### config.mk
export PLATFORM = sky130hd
export DESIGN_NAME = csr_exec_unit
export DESIGN_NICKNAME = d
export VERILOG_FILES = /design/src/rtl/rv32i_pkg.sv /design/src/rtl/csr_exec_unit_rmw_alu.sv /design/src/rtl/csr_exec_unit.sv
export SDC_FILE = /design/constraint.sdc
export NUM_CORES = 1
export LEC_CHECK = 0
export CORE_ASPECT_RATIO = 1.25
export CORE_UTILIZATION = 43
export CTS_CLUSTER_SIZE = 28
export DETAILED_ROUTE_END_ITERATION = 8
export DONT_BUFFER_PORTS = 1
export GPL_TIMING_DRIVEN = 0
export HOLD_SLACK_MARGIN = 0.02
export SYNTH_ARGS = -nofsm -noshare
export SYNTH_HDL_FRONTEND = slang
export SYNTH_SLANG_ARGS = --single-unit
### constraint.sdc
create_clock -name clk -period 1.9 [get_ports clk]
set_input_delay 0.095 -clock clk [delete_from_list [all_inputs] [get_ports clk]]
set_output_delay 0.095 -clock clk [all_outputs]
set_load 0.1 [all_outputs]
### src/rtl/rv32i_pkg.sv
// Shared RV32I machine-mode CSR types: op/state encodings, write-enable enum and CSR addresses.
package rv32i;

  typedef enum logic {
    REG_WE_N = 1'b0,
    REG_WE   = 1'b1
  } reg_we_e;

  // funct3-style encoding; ECALL and MRET occupy the two slots Zicsr leaves free
  typedef enum logic [2:0] {
    ECALL  = 3'd0,
    CSRRW  = 3'd1,
    CSRRS  = 3'd2,
    CSRRC  = 3'd3,
    MRET   = 3'd4,
    CSRRWI = 3'd5,
    CSRRSI = 3'd6,
    CSRRCI = 3'd7
  } csr_op_e;

  typedef enum logic [2:0] {
    S_IDLE       = 3'd0,
    S_ACCESS     = 3'd1,
    S_TRAP_EPC   = 3'd2,
    S_TRAP_CAUSE = 3'd3,
    S_TRAP_VEC   = 3'd4,
    S_RET        = 3'd5,
    S_DONE       = 3'd6
  } csr_exec_state_e;

  localparam logic [11:0] CSR_MTVEC   = 12'h305;
  localparam logic [11:0] CSR_MEPC    = 12'h341;
  localparam logic [11:0] CSR_MCAUSE  = 12'h342;
  localparam logic [11:0] CSR_MCYCLE  = 12'hB00;
  localparam logic [11:0] CSR_MCYCLEH = 12'hB80;
  localparam logic [11:0] CSR_CYCLE   = 12'hC00;
  localparam logic [11:0] CSR_CYCLEH  = 12'hC80;
  localparam logic [31:0] CAUSE_ECALL_M = 32'hb;

endpackage

### src/rtl/csr_exec_unit_rmw_alu.sv
// Zicsr read-modify-write datapath: new value and write enable from op, old value and source.
module csr_rmw_alu import rv32i::*; (
  input  csr_op_e     op_i,
  input  logic [31:0] old_i,
  input  logic [31:0] src_i,
  input  logic        src_x0_i,
  output logic [31:0] new_o,
  output logic        we_o
);

  // Set/clear with an x0 source is a pure read; unknown ops fall back to that too
  always_comb begin
    new_o = old_i;
    we_o  = 1'b0;
    case (op_i)
      CSRRW, CSRRWI: begin new_o = src_i;          we_o = 1'b1;      end
      CSRRS, CSRRSI: begin new_o = old_i | src_i;  we_o = !src_x0_i; end
      CSRRC, CSRRCI: begin new_o = old_i & ~src_i; we_o = !src_x0_i; end
      default: ;
    endcase
  end

endmodule

### src/rtl/csr_exec_unit.sv
// CSR sequencer: drives the single-port CSR file for Zicsr ops, ECALL trap entry and MRET.
// Optional feature macro: CSR_EXEC_CYCLE_COUNTER_EN (internal 64-bit mcycle/cycle counter).
module csr_exec_unit import rv32i::*; #(
  parameter logic [11:0] MTVEC_ADDR  = CSR_MTVEC,
  parameter logic [11:0] MEPC_ADDR   = CSR_MEPC,
  parameter logic [11:0] MCAUSE_ADDR = CSR_MCAUSE,
  parameter logic [31:0] ECALL_CAUSE = CAUSE_ECALL_M
) (
  input  logic        clk,
  input  logic        rst,
  input  logic        req_valid,
  output logic        req_ready,
  input  csr_op_e     req_op,
  input  logic [11:0] req_addr,
  input  logic [31:0] req_src,
  input  logic        req_src_x0,
  input  logic [31:0] req_pc,
  output logic        resp_valid,
  output logic [31:0] resp_rdata,
  output logic        redirect_valid,
  output logic [31:0] redirect_pc,
  output reg_we_e     csr_we,
  output logic [11:0] csr_addr,
  output logic [31:0] csr_wdata,
  input  logic [31:0] csr_rdata
);

  csr_exec_state_e state_q, state_d;
  csr_op_e         op_q;
  logic [11:0]     addr_q;
  logic [31:0]     src_q, pc_q;
  logic            x0_q;
  logic [31:0]     rdata_q, rdata_d, target_q, target_d;
  logic [11:0]     addr_hold_q;
  logic [31:0]     wdata_hold_q;
  logic [31:0]     old_val, alu_new;
  logic            alu_we, cnt_hit;

  csr_rmw_alu u_alu (
    .op_i     (op_q),
    .old_i    (old_val),
    .src_i    (src_q),
    .src_x0_i (x0_q),
    .new_o    (alu_new),
    .we_o     (alu_we)
  );

`ifdef CSR_EXEC_CYCLE_COUNTER_EN
  logic [63:0] mcycle_q, mcycle_d;

  // Counter CSRs are served locally and never reach the file
  always_comb begin
    cnt_hit = (addr_q == CSR_MCYCLE) || (addr_q == CSR_MCYCLEH) ||
              (addr_q == CSR_CYCLE)  || (addr_q == CSR_CYCLEH);
    old_val = csr_rdata;
    if (addr_q == CSR_MCYCLE || addr_q == CSR_CYCLE)        old_val = mcycle_q[31:0];
    else if (addr_q == CSR_MCYCLEH || addr_q == CSR_CYCLEH) old_val = mcycle_q[63:32];
    mcycle_d = mcycle_q + 64'd1;
    if (state_q == S_ACCESS && alu_we) begin
      if (addr_q == CSR_MCYCLE)       mcycle_d = {mcycle_q[63:32], alu_new};
      else if (addr_q == CSR_MCYCLEH) mcycle_d = {alu_new, mcycle_q[31:0]};
    end
  end

  always_ff @(posedge clk) begin
    if (rst) mcycle_q <= '0;
    else     mcycle_q <= mcycle_d;
  end
`else
  assign cnt_hit = 1'b0;
  assign old_val = csr_rdata;
`endif

  // Address/data fall back to the held copies so the port only moves when driven
  always_comb begin
    state_d   = state_q;
    rdata_d   = rdata_q;
    target_d  = target_q;
    csr_addr  = addr_hold_q;
    csr_wdata = wdata_hold_q;
    csr_we    = REG_WE_N;
    case (state_q)
      S_IDLE: begin
        if (req_valid) begin
          case (req_op)
            ECALL:   state_d = S_TRAP_EPC;
            MRET:    state_d = S_RET;
            default: state_d = S_ACCESS;
          endcase
        end
      end
      S_ACCESS: begin
        csr_addr = addr_q;
        rdata_d  = old_val;
        if (alu_we && !cnt_hit) begin
          csr_we    = REG_WE;
          csr_wdata = alu_new;
        end
        state_d = S_DONE;
      end
      S_TRAP_EPC: begin
        csr_addr  = MEPC_ADDR;
        csr_wdata = pc_q & ~32'h3;
        csr_we    = REG_WE;
        state_d   = S_TRAP_CAUSE;
      end
      S_TRAP_CAUSE: begin
        csr_addr  = MCAUSE_ADDR;
        csr_wdata = ECALL_CAUSE;
        csr_we    = REG_WE;
        state_d   = S_TRAP_VEC;
      end
      S_TRAP_VEC: begin
        csr_addr = MTVEC_ADDR;
        target_d = csr_rdata & ~32'h3;
        rdata_d  = '0;
        state_d  = S_DONE;
      end
      S_RET: begin
        csr_addr = MEPC_ADDR;
        target_d = csr_rdata & ~32'h3;
        rdata_d  = '0;
        state_d  = S_DONE;
      end
      S_DONE:  state_d = S_IDLE;
      default: state_d = S_IDLE;
    endcase
  end

  always_ff @(posedge clk) begin
    if (rst) begin
      state_q      <= S_IDLE;
      op_q         <= CSRRS;
      addr_q       <= '0;
      src_q        <= '0;
      x0_q         <= 1'b1;
      pc_q         <= '0;
      rdata_q      <= '0;
      target_q     <= '0;
      addr_hold_q  <= '0;
      wdata_hold_q <= '0;
    end else begin
      state_q      <= state_d;
      rdata_q      <= rdata_d;
      target_q     <= target_d;
      addr_hold_q  <= csr_addr;
      wdata_hold_q <= csr_wdata;
      if (state_q == S_IDLE && req_valid) begin
        op_q   <= req_op;
        addr_q <= req_addr;
        src_q  <= req_src;
        x0_q   <= req_src_x0;
        pc_q   <= req_pc;
      end
    end
  end

  assign req_ready      = (state_q == S_IDLE);
  assign resp_valid     = (state_q == S_DONE);
  assign redirect_valid = (state_q == S_DONE) && (op_q == ECALL || op_q == MRET);
  assign resp_rdata     = rdata_q;
  assign redirect_pc    = target_q;

endmodule

==> results.yml <==
worst_setup_path:
  crit_start: "state_q[1]"
  cp.arrival_ns: 2.54
  cp.required_ns: 1.80
  rr_worst_depth: 9
  r2r_end: "addr_q[2]"
  worstPathMaxFanout: 5
  critPathCaptureType: "primary output"
  worstSetupEndpoint: "redirect_valid"
  crit_type: "flop to primary output"
  crit_path_start_kind: "flop"
  r2r_slack_ns: -0.70
  r2r_start: "state_q[0]"
cts:
  numCtsBuffers: 17
  cts-root-buf: "clkbuf_16"
  clk_pin_slew_ns: 0.07
  clock_path_buffers: 2
  cts.sinks: 186
  clock_latency_ns: 0.44
  cts_tree: "yes"
  ctsHtreeMaxLevel: 4
worst_hold_path:
  hold_path_class: "primary input to flop"
yosys:
  synth_mux_area_frac: 0.0120
  synthArstFlopShare: 0
  synth_top_family_by_area: "simple AND/OR/NAND/NOR gates"
  synth_common_cells: "nand2_1, dfxtp_1, a21oi_1"
  yosys.area_share.simple: 0.270
  synthCells: 1072
  yosys.area_share.adder: 0
  synth_cell_types: 41
  yosys.area_share.xor_xnor: 0
  yosys-top-cells-area: "dfxtp_1, nand2_1, a21oi_1"
  synth-seq-area-share: 0.448
  synth_largest_area_cell: "dfxtp_1"
  synth_flop_cell: "dfxtp_1"
  ys.warnings.count: 0
  ys_ff_latch: 186
  syn-mean-instance-area_um2: 7.76
  synth_enable_flop_cells: 0
  synth-compound-area-share: 0.213
  synth.most_common_cell: "nand2_1"
  netlist_area_um2: 8320
  yosysTopAreaCellShare: 0.448
sta:
  slew_headroom: 0.179
  slew_violations: 0
  finalCriticalPeriod_ns: 2.63
  fmax_mhz: 380
  period_share: 1.39
  tightest_slew_ns: 1.23
  setup_slack_ns: -0.734
  tns_ns: -71.62
  setup_viol: 132
  finalHoldViolCount: 0
  rsz0062_at_grt: "true"
  skew_ns: 0.0107
route:
  drc: 0
  drtIter0Drc: 461
  ant_nets: 0
  drt-vias-per-instance: 5.72
  first_pass_iters: 5
  wl_per_cell_um: 20.8
  vias: 8623
  wl_mm: 31.3
floorplanning:
  core_area_um2: 18800
  fp-row-count: 56
  die_area_um2: 19900
  die_w_um: 126
  io_pins: 227
  dieHeight_um: 158
  start_util: 0.441
grt:
  grt_pass1_wl_mm: 46.4
  antenna_found_initial: 1
  grt_max_degree: 18
  gr-total-overflow: 0
  use_met3: 0.0554
  grt_pass1_vias: 8329
  grt.total_usage: 0.306
  top_usage_layer: "met2"
  use_met1: 0.357
  grt_util_met2: 0.551
power_and_ir_drop:
  internal_power_uw: 8860
  leakagePower_uw: 0.00502
  ir_drop_mv: 0.825
  netSwitchingFraction: 0.486
  powerDensity_nw_per_um2: 1280
  power_frac_comb: 0.482
  switchingPower_uw: 8380
  seqPwrFrac: 0.314
  pwr-share-clk: 0.204
final_layout:
  synthToLayoutAreaGrowth_pct: 62.0
  final_layout_size_suffix_gt1_frac: 0.375
  nets: 1379
  fillers: 1424
  stdcell_area_um2: 13500
  seq_area_um2: 3740
  multi_input_area_um2: 6150
run_status:
  violations: "setup timing"
  run_status: "complete, but fails checks"
placement:
  pre_cts_ws_ns: -0.591
  place.gp.congestion: 0.830
  placedInstanceArea_um2: 9720
  numPortBuffers: 0
  dp_hpwl_mm: 19.6
flow_run:
  maxCapViolCount: 0
[layout make-up]
cell class | count | share of cell area
Inverter | 8 | 0.00223
Timing Repair Buffer | 177 | 0.146
Clock buffer | 17 | 0.0316
Tap cell | 232 | 0.0215
Multi-Input combinational cell | 790 | 0.456
Antenna cell | 1 | 0.000186
Sequential cell | 186 | 0.278
Clock inverter | 13 | 0.0102
Buffer | 84 | 0.0546
[layer usage]
| layer | routed length [um] | up-vias |
|---|---|---|
| met2 | 16300 | 266 |
| met1 | 12400 | 4197 |
| met3 | 1590 | 64 |
| li1 | - | 4096 |
| met4 | 1060 | 0 |
| met5 | 0 | - |
[power groups by stage]
stage          logic, uW  clock network, uW  registers [uW]
6_report            8310               3520            5420
3_5_place_dp        6500                  0            5480
2_1_floorplan       5710                  0            5400
3_3_place_gp        6420                  0            5460
5_1_grt             8670               3730            5470
4_1_cts             7730               3560            5400
[logic make-up after synthesis]
group / count (synthesis)
AND/OR/NAND/NOR: 512
flip-flops: 186
AO/OA/AOI/OAI: 266
multiplexers: 10
other: 1
buffers and inverters: 97
[worst max-delay path, stage by stage (launching register included)]
cell,delay (ns)
dfxtp_4,0.38
buf_8,0.13
buf_8,0.11
nor2b_4,0.15
and2_4,0.36
nor3b_4,0.96
[flip-flops by register name (all words and copies together), names as in the netlist]
name and flops:
addr_hold_q 12, addr_q 12, op_q 2, pc_q 30, redirect_pc 30, resp_rdata 32
src_q 32, state_q 3, wdata_hold_q 32, x0_q 1
[timing repair]
action	4_1_cts	5_1_grt
buffers inserted	40	23
hold endpoints to repair	147	0
setup endpoints to repair	151	174
hold buffers	112	0
pin swaps	86	137
cloned	9	0
gates resized for setup	170	228
[stage by stage]
step | instances | power [uW] | utilization | hold WS, ns
after CTS | 1496 | 16700 | 0.672 | 0.0284
final | 1508 | 17200 | 0.715 | 0.0742
after detailed placement | 1306 | 12000 | 0.516 | 0.232
after global routing | 1508 | 17900 | 0.715 | 0.0839
after floorplan | 1073 | 11100 | - | 0.223
after global placement | 1305 | 11900 | 0.514 | 0.229
[layout by cell type (no fill, tap or decap), types with 7 or more instances in the layout]
| cell | n |
|---|---|
| a21oi_1 | 42 |
| a21oi_2 | 68 |
| a22oi_1 | 32 |
| a2bb2oi_2 | 28 |
| a31oi_2 | 7 |
| a31oi_4 | 23 |
| and2_1 | 12 |
| buf_12 | 27 |
| buf_2 | 13 |
| buf_4 | 33 |
| buf_6 | 18 |
| buf_8 | 14 |
| clkbuf_1 | 22 |
| clkbuf_16 | 18 |
| clkbuf_2 | 12 |
| dfxtp_1 | 180 |
| dlygate4sd3_1 | 112 |
| inv_1 | 8 |
| mux2i_1 | 9 |
| nand2_1 | 177 |
| nand2_2 | 19 |
| nand2_4 | 59 |
| nor2_1 | 98 |
| nor2b_1 | 26 |
| nor3_1 | 21 |
| nor3_4 | 33 |
| nor4_1 | 31 |
| o21ai_2 | 20 |
| o21ai_4 | 13 |
[worst min-delay path by stage]
stage,from,depth (start not counted),end
finish,req_op[1],4,state_q[2]
global route,req_op[1],4,state_q[2]
CTS,req_op[1],4,state_q[2]
detailed placement,req_op[0],2,op_q[0]
global placement,req_op[0],2,op_q[0]
floorplan,req_src_x0,2,x0_q
Power figures use the tool's default switching activity.
